File: config.mk
export PLATFORM = sky130hd
export DESIGN_NAME = seq_det_event_logger_flat
export DESIGN_NICKNAME = d
export VERILOG_FILES = /design/src/rtl/seq_det_event_logger_if.sv /design/src/rtl/seq_det_event_logger.sv /design/src/flat_wrapper.sv
export SDC_FILE = /design/constraint.sdc
export NUM_CORES = 1
export LEC_CHECK = 0
export ABC_AREA = 1
export BUFFER_PORTS_ARGS = -buffer_cell sky130_fd_sc_hd__buf_4
export CORE_ASPECT_RATIO = 1.4
export CORE_MARGIN = 3
export CORE_UTILIZATION = 35
export DETAILED_ROUTE_END_ITERATION = 8
export PLACE_DENSITY = 0.49
export SLEW_MARGIN = 10
export SYNTH_ARGS = -nofsm -noshare
export SYNTH_HDL_FRONTEND = slang
export SYNTH_SLANG_ARGS = --single-unit
File: constraint.sdc
create_clock -name clk -period 3.34 [get_ports clk]
set_clock_uncertainty 0.2 [all_clocks]
set_input_delay 0 -clock clk [delete_from_list [all_inputs] [get_ports clk]]
set_output_delay 0 -clock clk [all_outputs]
set_load 0.05 [all_outputs]
File: src/rtl/seq_det_event_logger_if.sv
// Event drain handshake between the logger and its consumer.
// Master presents timestamps; slave accepts them with ready.
interface seq_det_event_logger_if #(
  parameter int TS_W = 16
) ();
  logic            ev_valid;
  logic            ev_ready;
  logic [TS_W-1:0] ev_ts;

  modport master (
    output ev_valid,
    output ev_ts,
    input  ev_ready
  );

  modport slave (
    input  ev_valid,
    input  ev_ts,
    output ev_ready
  );
endinterface

File: src/rtl/seq_det_event_logger.sv
// Timestamps "101" detector pulses into a FWFT queue drained over
// valid/ready, with saturating event/drop counters and sticky overflow.
module seq_det_event_logger #(
  parameter int TS_W  = 16,
  parameter int DEPTH = 8,
  parameter int CNT_W = 16
) (
  input  logic                     clk,
  input  logic                     rst,
  input  logic                     en,
  input  logic                     clr,
  input  logic                     det_in,
  seq_det_event_logger_if.master   ev,
  output logic [$clog2(DEPTH):0]   fifo_level,
  output logic [CNT_W-1:0]         ev_count,
  output logic [CNT_W-1:0]         drop_count,
  output logic                     ovf
);

  localparam int AW = $clog2(DEPTH);
  localparam int LW = AW + 1;
  localparam logic [CNT_W-1:0] CMAX = '1;

  logic [TS_W-1:0] ts;
  logic [TS_W-1:0] mem [DEPTH];
  logic [AW-1:0]   rd_ptr;
  logic [AW-1:0]   wr_ptr;
  logic            det;
  logic            pop;
  logic            full;
  logic            push;
  logic            drop;
  logic            wipe;

  assign wipe = rst | clr;
  assign det  = det_in & en;
  assign pop  = ev.ev_ready & (fifo_level != '0);
  assign full = fifo_level == LW'(DEPTH);
  // A pop on a full queue frees the slot the new entry takes.
  assign push = det & (~full | pop);
  assign drop = det & full & ~pop;

  assign ev.ev_valid = fifo_level != '0;
  assign ev.ev_ts    = ev.ev_valid ? mem[rd_ptr] : '0;

  always_ff @(posedge clk) begin
    if (!wipe && push) begin
      mem[wr_ptr] <= ts;
    end
  end

  always_ff @(posedge clk) begin
    if (wipe) begin
      ts         <= '0;
      rd_ptr     <= '0;
      wr_ptr     <= '0;
      fifo_level <= '0;
      ev_count   <= '0;
      drop_count <= '0;
      ovf        <= 1'b0;
    end else begin
      if (en) begin
        ts <= ts + 1'b1;
      end
      if (push) begin
        wr_ptr <= wr_ptr + 1'b1;
      end
      if (pop) begin
        rd_ptr <= rd_ptr + 1'b1;
      end
      fifo_level <= fifo_level + LW'(push) - LW'(pop);
      if (det && ev_count != CMAX) begin
        ev_count <= ev_count + 1'b1;
      end
      if (drop) begin
        ovf <= 1'b1;
        if (drop_count != CMAX) begin
          drop_count <= drop_count + 1'b1;
        end
      end
    end
  end

endmodule

File: src/flat_wrapper.sv
// flat-port wrapper written by rule: the top's interface ports become plain ports
module seq_det_event_logger_flat 
#(
  parameter int TS_W  = 16,
  parameter int DEPTH = 8,
  parameter int CNT_W = 16
)
  (clk, rst, en, clr, det_in, fifo_level, ev_count, drop_count, ovf, ev_ev_valid, ev_ev_ts, ev_ev_ready);
  seq_det_event_logger_if #(.TS_W(TS_W)) ev_i ();
  input  logic clk;
  input  logic rst;
  input  logic en;
  input  logic clr;
  input  logic det_in;
  output logic [$clog2(DEPTH):0] fifo_level;
  output logic [CNT_W-1:0] ev_count;
  output logic [CNT_W-1:0] drop_count;
  output logic ovf;
  output wire logic [$bits(ev_i.ev_valid)-1:0] ev_ev_valid;
  output wire logic [$bits(ev_i.ev_ts)-1:0] ev_ev_ts;
  input wire logic [$bits(ev_i.ev_ready)-1:0] ev_ev_ready;
  assign ev_ev_valid = ev_i.ev_valid;
  assign ev_ev_ts = ev_i.ev_ts;
  assign ev_i.ev_ready = ev_ev_ready;
  seq_det_event_logger #(.TS_W(TS_W), .DEPTH(DEPTH), .CNT_W(CNT_W)) u_core (.clk(clk), .rst(rst), .en(en), .clr(clr), .det_in(det_in), .ev(ev_i), .fifo_level(fifo_level), .ev_count(ev_count), .drop_count(drop_count), .ovf(ovf));
endmodule
**Yosys cells after proc, flatten, opt, wreduce, memory -nomap -nowiden**

Memories as Yosys holds them, arrays and structs flattened. A register that Yosys moved wholly into a read port is not among the register bits.
Index checks and enable logic that the tools add are counted.

- Bitwise operators: 9
- Add/subtract/negate cells: 7
- Reductions and logical operators: 5
- Equality and inequality tests: 3
- Mux-type cells: 5

Operators with widths:

| operator | number |
|---|---|
| adder 16 x 1 -> 16 bit (second input constant) | 3 |
| inequality test 16 bit (second input constant) | 2 |
| 2-to-1 mux 16 bit | 1 |
| adder 3 x 1 -> 3 bit (second input constant) | 2 |
| 2-to-1 mux 3 bit | 2 |
| bitwise AND 1 bit | 5 |
| adder 4 x 1 -> 4 bit | 1 |
| equality test 4 bit (second input constant) | 1 |
| nonzero test 4 bit | 1 |
| subtractor 4 x 1 -> 4 bit | 1 |
| logical AND 1 bit | 2 |
| 2-to-1 mux 1 bit | 2 |
| inverter 1 bit | 2 |
| OR 1 bit | 2 |
| AND reduction 2 bit | 1 |
| zero test 1 bit | 1 |

- Input bits: 6
- Word-level logic and storage cells: 37
- Bits in registers: 59
- Memories kept: 1
- RAM bits: 128
- Output and inout port bits: 54

Memories:

| name | depth | bits a word | read ports | clocked after memory_dff | wr ports | RTL line | text |
|---|---|---|---|---|---|---|---|
| u_core.mem | 8 | 16 | 1 | 1 | 1 | seq_det_event_logger.sv:25 | `logic [TS_W-1:0] mem [DEPTH];` |

**Logic depth before layout (Yosys ltp)**

Gate-level depths: netlist of run 1.

- Depth in word-level cells: 7
- Gate-level depth with buffers: 12
- Depth with buffers taken out: 12

**Least setup slack after synthesis of run 1**

OpenSTA, ideal clock, no wires.

- Path kind: flip-flop to flip-flop
- Start: register u_core.fifo_level[2]
- End: memory u_core.mem[4][0] (enable)
- Library setup time: 409 ps
- Path buffers: 0
- Required time: 2731 ps
- Setup slack: 9 ps
- Period minus slack after synthesis: 3331 ps
- Stages on the path, launching flop included: 10
- Arrival time: 2722 ps
- Cells stage by stage: dfxtp_1 > inv_1 > ha_1 > nand2_4 > nand2_2 > nand2_1 > nand2_1 > inv_1 > nand2_1 > nor3_1

- Word-level cells in the longest chain between the ends: 7
- Elaborated cells between the ends (all ways): 9
- Those cells by class: 1 x eq/ne; 2 x mux; 4 x bitwise; 2 x reduce/logical

Ends and longest elaborated chain:

| what | RTL line | text |
|---|---|---|
| start, declared | seq_det_event_logger.sv:14 | `output logic [$clog2(DEPTH):0] fifo_level,` |
| start signal, assigned | seq_det_event_logger.sv:71 | `fifo_level <= fifo_level + LW'(push) - LW'(pop);` |
| nonzero test 4 bit or equality test 4 bit (tied branches) | seq_det_event_logger.sv:37, seq_det_event_logger.sv:38 |  |
| bitwise AND 1 bit or inverter 1 bit (tied branches) | seq_det_event_logger.sv:37, seq_det_event_logger.sv:40 |  |
| OR 1 bit (*) | seq_det_event_logger.sv:40 | `assign push = det & (~full \| pop);` |
| bitwise AND 1 bit (*) | seq_det_event_logger.sv:40 |  |
| net u_core.push | seq_det_event_logger.sv:31 | `logic push;` |
| logical AND 1 bit (*) | seq_det_event_logger.sv:47 | `if (!wipe && push) begin` |
| 2-to-1 mux 1 bit (*) | seq_det_event_logger.sv:47 |  |
| 2-to-1 mux 1 bit (not written as such) (*) | seq_det_event_logger.sv:48 | `mem[wr_ptr] <= ts;` |
| end, declared | seq_det_event_logger.sv:25 |  |

The timed path passes the listed nets; every way through them passes the cells marked *.

**Worst setup path in the final report of run 1**

- Start: register u_core.ts[1]
- End: register u_core.ts[10]

- Word-level cells in the longest chain between the ends: 1

Ends and longest elaborated chain:

| what | RTL line | text |
|---|---|---|
| start, declared | seq_det_event_logger.sv:24 | `logic [TS_W-1:0] ts;` |
| start signal, assigned | seq_det_event_logger.sv:63 | `ts <= ts + 1'b1;` |
| adder 16 x 1 -> 16 bit | seq_det_event_logger.sv:63 |  |

Every way passes these cells.
A chain may end at the register's enable or synchronous reset.

==> flow_summary.json, run 1 <==
{
  "cts_setup_buffers": 0,
  "via_per_inst": 4.85,
  "cts_resized": 0,
  "die_y_um": 189,
  "fin_crit_sh": 0.889,
  "io_pins": 60,
  "layout_min_cycle_time_ps": 2970,
  "yosysUniqueCellTypes": 34,
  "start_kind": "register",
  "hold_viol": 0,
  "synthFlopType": "edfxtp_1",
  "max_cap_violations": 0,
  "grt_max_degree": 65,
  "finalSetupViolCount": 0,
  "drc": 0,
  "syn_inst": 882,
  "synth_edf_count": 128,
  "initial_core_util": 0.358,
  "synthTopCellsByCount": "nor2_1 (224), nand2_1 (129), edfxtp_1 (128)",
  "grt_usage": 0.167,
  "drtPass1Iterations": 5,
  "design.die.area_mm2": 0.0257,
  "crit_fanout": 11,
  "layout-drive-gt1-share": 0.137,
  "ant_nets": 0,
  "tritoncts": "built",
  "cts-root-buf": "clkbuf_16",
  "place_hpwl_um": 14100,
  "r2r_cells": 8,
  "synthTopCellsByArea": "edfxtp_1 (46%), dfxtp_1 (15%), nor2_1 (10%)",
  "fp.dieW_um": 136,
  "setup_slack_ps": 372,
  "criticalPathCategory": "reg2reg",
  "syn_area_mm2": 0.00833,
  "detail_route.wl_per_cell_um": 16.3,
  "clockBufferDepth": 2,
  "area_growth_pct": 17.9,
  "pre_cts_ws_ps": 682,
  "clkTransAtPathRegs_ps": 70,
  "grt_pass1_vias": 6034,
  "hold_path_depth": 4,
  "drtIter0Drc": 292,
  "antenna_found_initial": 0,
  "fin_nets": 969,
  "slew_viol_final": 0,
  "yosys.area.top_type_share": 0.462,
  "overflow": 0,
  "syn_avg_cell_area_um2": 9.44,
  "arrival_ps": 3080,
  "ys_seq_area_frac": 0.611,
  "core_area_mm2": 0.0233,
  "endpoint_kind": "register",
  "num_vias": 6157,
  "max_freq_mhz": 337,
  "async_flop_share": 0,
  "cts.sink_count": 190,
  "synth_area_leader_cell": "edfxtp_1",
  "max-slew-margin-rel": 0.568,
  "finalSetupTns_ps": 0,
  "cp_data_required_time_ps": 3450,
  "clk_latency_ps": 420,
  "synth.ff_latch_count": 190,
  "hold_path.class": "in2reg",
  "num_antenna_cells": 0,
  "worst_pin_slew_ps": 648,
  "powerDensity_mw_per_mm2": 645,
  "leakagePower_uw": 0.00353,
  "grt_pass1_wl_um": 32900,
  "yosysWarningCount": 0,
  "rsz0062_at_grt": "no",
  "htree_levels": 4,
  "syn-num-nets": 900,
  "peakVddDrop_mv": 0.463,
  "outcome": "finished clean",
  "yosysMostFrequentCell": "nor2_1",
  "gp_congestion": 0.834,
  "cts_inserted_buffers": 17,
  "hold_buffers": 9,
  "routed_wl_um": 20700,
  "port_buffers": 59,
  "std_cell_rows": 66
}
-- cell type report --
cell class              instances  area (um^2)
clock inverters                 7         85.1
clock buffers                  25          495
flip-flops and latches        190         5090
well taps                     306          383
multi-input cells             606         2920
inverters                      52          195
fillers                      2351        13500
repair buffers                 84          653
-- logic make-up after synthesis --
group	synth area share
AO/OA/AOI/OAI	0.103
XOR/XNOR	0.0116
adder cells (fa/ha/maj)	0.0189
buffers and inverters	0.0433
flip-flops	0.611
AND/OR/NAND/NOR	0.213
-- cell usage in the layout (no fill, tap or decap), types with 5 or more instances in the layout --
master	n
ha_1	11
clkbuf_16	17
o211ai_1	16
nand2_2	5
o22ai_1	16
dlygate4sd3_1	9
o21ai_0	87
nand2_1	129
dfxtp_1	61
inv_1	49
nor2_2	9
edfxtp_1	128
xor2_1	5
buf_4	75
nand3_1	38
xnor2_1	6
a21oi_1	35
nand4_1	6
nor2_1	220
-- power breakdown --
group	leakage, uW	internal (uW)	switching [uW]
clock	0.000282	1180	822
sequential	0.00166	2520	37.4
combinational	0.00159	480	1290
-- stage by stage --
| step | power, uW | hold WS [ps] | util | cells | area [um^2] |
|---|---|---|---|---|---|
| after floorplan | 3850 | 60.1 | - | 882 | 8330 |
| after global placement | 4390 | 125 | 0.393 | 1229 | 9140 |
| after detailed placement | 4390 | 128 | 0.393 | 1229 | 9140 |
| after CTS | 6410 | 252 | 0.421 | 1270 | 9810 |
| after global routing | 6630 | 293 | 0.421 | 1270 | 9810 |
| final | 6330 | 269 | 0.421 | 1270 | 9810 |
-- metal layers --
layer	vias up	track usage	routed length (um)
li1	3120	-	-
met1	2883	0.209	8970
met3	25	0.0318	760
met4	0	0.0562	344
met2	129	0.287	10600
met5	-	0	0
-- path summary, 6_finish.rpt --
| kind | startpoint | end | slack, ps |
|---|---|---|---|
| setup / recovery | u_core.ts[1] | u_core.ts[10] | 370 |
| hold / removal | en | u_core.ts[1] | 270 |
| setup reg to reg | u_core.ts[1] | u_core.ts[10] | 370 |
| hold reg to reg | u_core.rd_ptr[2] | u_core.rd_ptr[2] | 280 |
-- critical path, stage by stage, from the launching register on --
cell and delay, ps:
dfxtp_1 620, ha_1 280, nand2_1 70, nor2_1 350, nand3_1 120, nand2_1 80
dlygate4sd3_1 560, nor2_1 40, dlygate4sd3_1 550
-- state kept, by name (all words and copies together), names as in the netlist, named ones only --
register / count
u_core.ev_count: 16
u_core.ts: 16
u_core.fifo_level: 4
u_core.rd_ptr: 3
u_core.drop_count: 16
u_core.mem: 128
u_core.wr_ptr: 3
u_core.ovf: 1
Power figures use the tool's default switching activity.
==> inputs of run 2 (changes only) <==
SETUP_SLACK_MARGIN = 0.4   (was unset)
==> run 2 against run 1 <==
Against the previous run: critical path depth is 2 higher; wire length is 0.24% lower; combinational power is essentially flat; clock-buffer cell count did not move; final area decreased by 0.10%; hold slack got worse by 6.3 ps; flip-flop and latch count unchanged; cell count about the same; register-to-register slack improved by 300 ps; global-route usage about the same; highest routed layer unchanged.
==> flow_summary.json, run 2 (synthesis gave the netlist of run 1 again) <==
{
  "finalSetupViolCount": 0,
  "num_antenna_cells": 0,
  "hp-start": "en",
  "place_hpwl_um": 14100,
  "placed_cells": 1229,
  "drtPass1Iterations": 5,
  "htree_levels": 4,
  "layout_min_cycle_time_ps": 2660,
  "via_per_inst": 4.85,
  "crit_fanout": 18,
  "tritoncts": "built",
  "met3RoutedLength_um": 747,
  "leakagePower_uw": 0.00352,
  "peakVddDrop_mv": 0.463,
  "fin_crit_sh": 0.797,
  "die_y_um": 189,
  "clkTransAtPathRegs_ps": 60,
  "crit_buf_inv": 3,
  "outcome": "finished clean",
  "design.die.area_mm2": 0.0257,
  "largest_register_ff_count": 128,
  "area_growth_pct": 17.7,
  "worst_pin_slew_ps": 646,
  "fin_nets": 968,
  "max-slew-margin-rel": 0.569,
  "grt_max_degree": 65,
  "final_cell_mix": "nor2_1 (220), nand2_1 (129), edfxtp_1 (128)",
  "port_buffers": 59,
  "regMostFlops": "u_core.mem",
  "layout-drive-gt1-share": 0.137,
  "crit_path_start": "u_core.fifo_level[2]",
  "routed_wl_um": 20600,
  "antenna_found_initial": 0,
  "detail_route.wl_per_cell_um": 16.3,
  "start_kind": "register",
  "overflow": 0,
  "path_cells": "inv_1 -> ha_1 -> nand2_4 -> nand2_2 -> nand2_1 -> nand2_1 -> inv_1 -> nand3_1 -> nor2_2 -> buf_4",
  "highest_layer": "met4",
  "cts.sink_count": 190,
  "fp.dieW_um": 136,
  "grt_pass1_wl_um": 32800,
  "finalSetupTns_ps": 0,
  "hold_path.class": "in2reg",
  "grt_usage": 0.167,
  "initial_core_util": 0.358,
  "drc": 0,
  "hold_viol": 0,
  "rsz0062_at_grt": "no",
  "drtIter0Drc": 298,
  "cts-root-buf": "clkbuf_16",
  "max_freq_mhz": 375,
  "gp_congestion": 0.834,
  "io_pins": 60,
  "clk_latency_ps": 430,
  "cts_setup_buffers": 0,
  "cts_inserted_buffers": 17,
  "stdcell_count": 1269,
  "p_total_uw": 6340,
  "num_vias": 6150,
  "reg2reg_from": "u_core.fifo_level[2]",
  "arrival_ps": 2600,
  "clockBufferDepth": 2,
  "grt_pass1_vias": 6015,
  "critPathSlowestCell": "nor2_2",
  "layout_commonest_cell": "nor2_1",
  "critPathMaxStageDelay_ps": 380,
  "powerDensity_mw_per_mm2": 647,
  "cts_resized": 0,
  "cp_data_required_time_ps": 3280,
  "criticalPathCategory": "reg2reg",
  "critPathTopFamily": "simple AND/OR/NAND/NOR gates",
  "max_cap_violations": 0,
  "core_area_mm2": 0.0233,
  "std_cell_rows": 66,
  "endpoint_kind": "register",
  "wl_met2_um": 10500,
  "hold_buffers": 8,
  "slew_viol_final": 0,
  "wl_met1_um": 8970,
  "ant_nets": 0
}
==> run 2: cell types whose count changed in the layout (fill, tap and decap cells not counted), sizes merged <==
cell / delta
dlygate4sd3: -1
==> run 2: where the power goes <==
part | internal (uW) | switching [uW] | leakage [uW]
logic | 480 | 1290 | 0.00158
clock network | 1180 | 829 | 0.000282
registers | 2520 | 37.4 | 0.00166
total | 4180 | 2160 | 0.00352
==> run 2: tightest hold or removal path, cell delays in order <==
cell and delay, ps:
dlygate4sd3_1 530, buf_4 180, nand2_1 70, a21oi_1 50
==> run 2: area by class of cell <==
| class | count | area [um^2] |
|---|---|---|
| clock buffers | 25 | 495 |
| multi-input cells | 606 | 2920 |
| well taps | 306 | 383 |
| inverters | 52 | 195 |
| fillers | 2352 | 13500 |
| clock inverters | 7 | 85.1 |
| flip-flops and latches | 190 | 5090 |
| repair buffers | 83 | 643 |
==> run 2: worst paths after layout <==
kind,cells past startpoint,slack [ps],to
setup reg to reg,10,680,u_core.mem[7][9]
hold reg to reg,2,280,u_core.rd_ptr[2]
hold / removal,4,260,u_core.ts[1]
setup / recovery,10,680,u_core.mem[7][9]
==> run 2: through the flow <==
step | hold WS (ps) | instance area, um^2 | utilization | setup slack, ps
after floorplan | 60.1 | 8330 | - | 8.77
after global placement | 125 | 9140 | 0.393 | 732
after detailed placement | 128 | 9140 | 0.393 | 682
after CTS | 252 | 9800 | 0.421 | 667
after global routing | 293 | 9800 | 0.421 | 438
final | 263 | 9800 | 0.421 | 677
==> run 2: metal layers <==
metal | vias to the layer above | global-route usage
li1 | 3120 | -
met1 | 2879 | 0.209
met2 | 124 | 0.286
met3 | 27 | 0.0318
met4 | 0 | 0.0562
met5 | - | 0
